==> src/rtl/hw_accel_frame_sequencer.sv <==
// Frame sequencer for the accelerator DMA write path: splits frames into bursts, flushes after each frame.
// Optional stall watchdog enabled by defining HW_ACCEL_SEQ_TIMEOUT_EN.
module hw_accel_frame_sequencer #(
    parameter int FRAME_WIDTH         = 640,
    parameter int FRAME_HEIGHT        = 480,
    parameter int DMA_TRANSFER_LENGTH = 1920,
    parameter int RST_CYCLES          = 4,
    parameter int FRAME_CNT_WIDTH     = 16,
    parameter int TIMEOUT_CYCLES      = 65535
) (
    input  logic                       clk,
    input  logic                       rst_n,
    input  logic                       start_req,
    input  logic                       auto_rearm,
    input  logic                       abort,
    input  logic                       dma_wready,
    input  logic                       out_fifo_empty,
    input  logic                       out_fifo_rvalid,
    output logic                       out_fifo_re,
    output logic                       dma_wvalid,
    output logic                       dma_wlast,
    output logic                       accel_rst,
    output logic                       busy,
    output logic                       frame_done,
    output logic [FRAME_CNT_WIDTH-1:0] frame_count,
    output logic                       timeout_err
);

    localparam int FW = FRAME_WIDTH * FRAME_HEIGHT;
    localparam int BW = (DMA_TRANSFER_LENGTH > 1) ? $clog2(DMA_TRANSFER_LENGTH) : 1;
    localparam int PW = (FW > 1) ? $clog2(FW) : 1;
    localparam int RW = (RST_CYCLES > 1) ? $clog2(RST_CYCLES) : 1;
    localparam logic [BW-1:0] BEAT_LAST = BW'(DMA_TRANSFER_LENGTH - 1);
    localparam logic [PW-1:0] PIX_LAST  = PW'(FW - 1);
    localparam logic [RW-1:0] RST_LAST  = RW'(RST_CYCLES - 1);

    typedef enum logic [1:0] {
        S_IDLE  = 2'd0,
        S_XFER  = 2'd1,
        S_WAIT  = 2'd2,
        S_FLUSH = 2'd3
    } state_t;

    state_t            state;
    state_t            next_state;
    logic              start_q;
    logic              start_pulse;
    logic [BW-1:0]     beat_cnt;
    logic [PW-1:0]     pix_cnt;
    logic [RW-1:0]     flush_cnt;
    logic              flush_last;
    logic              flush_entry;
    logic              done_arm;
    logic              frame_done_r;
    logic              timeout_hit;
    logic              abort_evt;
    logic [FRAME_CNT_WIDTH-1:0] frame_count_r;

    assign start_pulse = start_req & ~start_q;
    assign flush_last  = (flush_cnt == RST_LAST);
    assign flush_entry = (state != S_FLUSH) && (next_state == S_FLUSH);
    assign abort_evt   = abort | timeout_hit;

    always_ff @(posedge clk or negedge rst_n) begin
        if (!rst_n) begin
            state <= S_IDLE;
        end else begin
            state <= next_state;
        end
    end

    always_comb begin
        next_state = state;
        case (state)
            S_IDLE: begin
                if (start_pulse) next_state = S_XFER;
            end
            S_XFER: begin
                if (abort_evt) begin
                    next_state = S_FLUSH;
                end else if (dma_wlast) begin
                    if (pix_cnt == PIX_LAST) next_state = S_FLUSH;
                    else if (!auto_rearm)    next_state = S_WAIT;
                end
            end
            S_WAIT: begin
                if (abort)            next_state = S_FLUSH;
                else if (start_pulse) next_state = S_XFER;
            end
            S_FLUSH: begin
                if (flush_last) next_state = S_IDLE;
            end
            default: next_state = S_IDLE;
        endcase
    end

    // Handshake is purely combinational so a beat is never lost when the state changes.
    always_comb begin
        out_fifo_re = (state == S_XFER) & dma_wready & ~out_fifo_empty;
        dma_wvalid  = out_fifo_rvalid & out_fifo_re;
        dma_wlast   = dma_wvalid & (beat_cnt == BEAT_LAST);
        accel_rst   = (state == S_FLUSH);
        busy        = (state != S_IDLE);
    end

    always_ff @(posedge clk or negedge rst_n) begin
        if (!rst_n) begin
            start_q   <= 1'b0;
            beat_cnt  <= '0;
            pix_cnt   <= '0;
            flush_cnt <= '0;
        end else begin
            start_q <= start_req;
            if (state == S_IDLE || flush_entry) begin
                beat_cnt <= '0;
                pix_cnt  <= '0;
            end else if (dma_wvalid) begin
                beat_cnt <= dma_wlast ? '0 : beat_cnt + 1'b1;
                pix_cnt  <= pix_cnt + 1'b1;
            end
            flush_cnt <= (state == S_FLUSH) ? flush_cnt + 1'b1 : '0;
        end
    end

    // Only the final-burst path enters FLUSH from XFER without an abort; that frame earns frame_done.
    always_ff @(posedge clk or negedge rst_n) begin
        if (!rst_n) begin
            done_arm      <= 1'b0;
            frame_done_r  <= 1'b0;
            frame_count_r <= '0;
        end else begin
            if (flush_entry) begin
                done_arm <= (state == S_XFER) & ~abort_evt;
            end
            frame_done_r <= (state == S_FLUSH) & flush_last & done_arm;
            if ((state == S_FLUSH) && flush_last && done_arm) begin
                frame_count_r <= frame_count_r + 1'b1;
            end
        end
    end

    assign frame_done  = frame_done_r;
    assign frame_count = frame_count_r;

`ifdef HW_ACCEL_SEQ_TIMEOUT_EN
    localparam int TW = (TIMEOUT_CYCLES > 1) ? $clog2(TIMEOUT_CYCLES) : 1;
    localparam logic [TW-1:0] STALL_LAST = TW'(TIMEOUT_CYCLES - 1);

    logic [TW-1:0] stall_cnt;
    logic          timeout_err_r;

    assign timeout_hit = (state == S_XFER) && (stall_cnt == STALL_LAST);

    always_ff @(posedge clk or negedge rst_n) begin
        if (!rst_n) begin
            stall_cnt     <= '0;
            timeout_err_r <= 1'b0;
        end else begin
            if (state != S_XFER || dma_wvalid) begin
                stall_cnt <= '0;
            end else if (stall_cnt != STALL_LAST) begin
                stall_cnt <= stall_cnt + 1'b1;
            end
            if (timeout_hit) begin
                timeout_err_r <= 1'b1;
            end
        end
    end

    assign timeout_err = timeout_err_r;
`else
    assign timeout_hit = 1'b0;
    assign timeout_err = 1'b0;
`endif

endmodule
==> config.mk <==
export PLATFORM = sky130hd
export DESIGN_NAME = hw_accel_frame_sequencer
export DESIGN_NICKNAME = d
export VERILOG_FILES = /design/src/rtl/hw_accel_frame_sequencer.sv
export SDC_FILE = /design/constraint.sdc
export NUM_CORES = 1
export LEC_CHECK = 0
export ABC_CLOCK_PERIOD_IN_PS = 2000
export BUFFER_PORTS_ARGS = -buffer_cell sky130_fd_sc_hd__buf_2
export CAP_MARGIN = 40
export CORE_MARGIN = 5
export CORE_UTILIZATION = 52
export CTS_CLUSTER_DIAMETER = 50
export DETAILED_ROUTE_END_ITERATION = 6
export GPL_ROUTABILITY_DRIVEN = 0
export PLACE_DENSITY_LB_ADDON = 0.2
export RECOVER_POWER = 50
export SLEW_MARGIN = 25
export SYNTH_ARGS = -nofsm -noshare
export SYNTH_HDL_FRONTEND = slang
export SYNTH_SLANG_ARGS = --single-unit
==> constraint.sdc <==
create_clock -name clk -period 2 [get_ports clk]
set_clock_uncertainty 0.2 [all_clocks]
set_input_delay 0.1 -clock clk [delete_from_list [all_inputs] [get_ports clk]]
set_output_delay 0.1 -clock clk [all_outputs]
set_load 0.02 [all_outputs]
==> results.sh <==
export IMPL_final_fill_count=349
export IMPL_viasPerCell=5.11
export IMPL_dieArea_um2=6490
export IMPL_num_vias=2112
export IMPL_reg2reg_slack_ns=-0.24
export IMPL_crit_type="reg -> reg"
export IMPL_synth_cell_types=42
export IMPL_total_power_mw=2.64
export IMPL_grt_max_degree=54
export IMPL_cts_sinks=53
export IMPL_yosys_area_share_adder_pct=2.32
export IMPL_start_util_pct=54.1
export IMPL_finalCritPeriodShare_pct=112
export IMPL_dp_cells=389
export IMPL_maxCapViolCount=0
export IMPL_rsz0062_at_grt="true"
export IMPL_area_growth_pct=37.4
export IMPL_final_core_util_pct=74.4
export IMPL_drive_above_1_share_pct=34.7
export IMPL_layout_common_cells="53 x dfrtp_1, 48 x buf_4, 39 x nor2_1"
export IMPL_diodes=0
export IMPL_rows=25
export IMPL_first_pass_iters=4
export IMPL_clock_path_buffers=2
export IMPL_globalRouteTotalUtil_pct=18.2
export IMPL_syn_inst=255
export IMPL_ys_seq_area_share_pct=51.2
export IMPL_worst_r2r_cell_count=7
export IMPL_max_freq_mhz=447
export IMPL_ant_nets=0
export IMPL_die_w_um=80.6
export IMPL_setup_viol=30
export IMPL_leakage_nw=1.74
export IMPL_fin_setup_tns_ns=-5.64
export IMPL_fin_nets=357
export IMPL_synth_top_family_by_area="simple AND/OR/NAND/NOR gates"
export IMPL_path_clk_slew_ns=0.09
export IMPL_crit_fanout=23
export IMPL_synth_nets=267
export IMPL_multi_input_area_um2=1320
export IMPL_violations="setup timing"
export IMPL_cts_tree="yes"
export IMPL_hold_class="in -> reg"
export IMPL_relSlewSlack_pct=14.7
export IMPL_status="finished with violations"
export IMPL_grt_pass1_wl_um=9160
export IMPL_synthMuxAreaShare_pct=0.870
export IMPL_fin_cells=413
export IMPL_synth_area_um2=2590
export IMPL_crit_path_end="pix_cnt[16]"
export IMPL_cp_startpoint="pix_cnt[12]"
export IMPL_final_common_cell="dfrtp_1"
export IMPL_worstReg2RegStart="pix_cnt[12]"
export IMPL_yosysWarnings=0
export IMPL_synthXorXnorAreaFrac_pct=14.2
export IMPL_grt_pass1_vias=2067
export IMPL_peakVddDrop_uv=508
export IMPL_antenna_found_initial=0
export IMPL_reg2reg_to="pix_cnt[16]"
export IMPL_drc_errors=0
export IMPL_worst_hold_slack_ns=0.0238
export IMPL_clk_latency_ns=0.31
export IMPL_design_area_um2=3560
export IMPL_place_worst_setup_slack_ns=-0.200
export IMPL_htree_levels=2
export IMPL_postSynthAreaPerCell_um2=10.2
export IMPL_power_density_nw_per_um2=741
export IMPL_portBuffers=29
export IMPL_final_setup_worst_slack_ns=-0.239
export IMPL_drt_iter0_markers=123
export IMPL_worstPathRequired_ns=2.00
export IMPL_routed_wl_um=5630
export IMPL_synth_simple_gate_area_share_pct=24.4
export IMPL_drv_slew=0
export IMPL_dpl_cell_area_um2=3170
export IMPL_fp_dieH_um=80.6
export IMPL_synth_compound_area_share_pct=4.06
export IMPL_root_buffer="clkbuf_8"
export IMPL_cts_buffers=5
export IMPL_wl_per_cell_um=13.6
export IMPL_post_dp_hpwl_um=3730
export IMPL_final_min_clock_period_ns=2.24
export IMPL_synth_seq_cells=53
export IMPL_start_kind="flop"
export IMPL_seq_area_um2=1330
export IMPL_tightest_slew_ns=1.28
export IMPL_ios=31
export IMPL_arrival_ns=2.23
export IMPL_endpoint_kind="flop"
export IMPL_gr_total_overflow=0
export IMPL_core_um2=4790
export IMPL_hold_viol=0
[per-layer routing]
metal / GRT usage (%) / vias up / share of wire, %
met2: 31.4 / 38 / 50
met1: 22.2 / 1019 / 44
met5: 0 / - / 0
li1: - / 1045 / -
met3: 4.26 / 10 / 4.1
met4: 6.08 / 0 / 1.8
[critical path: stages (launching register included)]
cell and delay [ns]:
dfrtp_1 0.41, nor4b_2 0.29, nand3_1 0.15, or4_1 0.43, o211a_1 0.27, o22ai_4 0.13, buf_12 0.18, nor2_1 0.06
[timing repair]
item / in CTS / in global routing
buffers inserted: 2 / 12
endpoints found under the setup margin: 32 / 35
pin swaps: 5 / 11
hold buffers: 3 / 0
resized for setup: 13 / 26
hold endpoints to repair: 56 / 0
[report_power, final]
group / internal (mW) / switching (mW)
registers: 1.11 / 0.0214
logic: 0.287 / 0.371
clock network: 0.497 / 0.345
total: 1.90 / 0.737
[flip-flops by register name, summed over array words and instances, names as in the netlist]
register / flops
state: 2
flush_cnt: 2
beat_cnt: 11
pix_cnt: 19
done_arm: 1
start_q: 1
frame_count: 16
frame_done: 1
[final cells by class]
class	count	share of cell area, %
sequential	53	37.3
multi-input combinational	188	37.0
timing repair buffer	90	18.6
tap	67	2.36
clock buffer	5	1.93
clock inverter	3	1.83
inverter	7	1.02
[how the worst min path moves through the flow]
stage                     startpoint          end  cells after the start
final                          abort     state[1]                      4
after global routing           abort     state[1]                      4
after CTS                      abort     state[1]                      4
after detailed placement   start_req      start_q                      1
after global placement     start_req      start_q                      1
after floorplan                rst_n  beat_cnt[0]                      0
[cell families (layout without fill, tap and decap cells)]
family | count (synthesis) | in the layout
compound gates | 14 | 14
flops | 53 | 53
other cells | 1 | 1
fa+ha+maj | 5 | 5
mux | 2 | 2
simple gates | 124 | 124
xor+xnor | 42 | 42
buf+inv | 14 | 105
[synth_stat cells (all sizes together)]
| cell type | count | share of area, % |
|---|---|---|
| or4 | 3 | 0.87 |
| o22ai | 1 | 0.77 |
| or2 | 1 | 0.24 |
| mux2 | 2 | 0.87 |
| nor4b | 1 | 0.58 |
| nand2 | 26 | 3.8 |
| and4 | 5 | 1.8 |
| o41a | 1 | 0.43 |
| o21ai | 2 | 0.39 |
| xnor2 | 16 | 5.4 |
| and4bb | 1 | 0.48 |
| nor4 | 4 | 0.97 |
| nor2 | 41 | 5.9 |
| o211a | 1 | 0.39 |
| ha | 4 | 1.9 |
| nand3b | 1 | 0.29 |
| inv | 6 | 0.87 |
| nor3 | 1 | 0.19 |
| clkbuf | 3 | 0.43 |
| conb | 1 | 0.14 |
| xor2 | 26 | 8.8 |
| a31oi | 1 | 0.24 |
| maj3 | 1 | 0.39 |
| nand2b | 1 | 0.24 |
| buf | 4 | 1.4 |
| dfrtp | 53 | 51 |
| nor2b | 2 | 0.48 |
| nand4 | 10 | 2.4 |
| clkinv | 1 | 0.14 |
| nor3b | 1 | 0.29 |
| o31ai | 1 | 0.29 |
| a21oi | 5 | 0.97 |
| and3 | 6 | 1.5 |
| and4b | 2 | 0.77 |
| a21o | 1 | 0.29 |
| a21boi | 1 | 0.29 |
| nand3 | 16 | 3.1 |
| or3 | 2 | 0.48 |
Note: power is estimated with default switching activity, not from simulation.
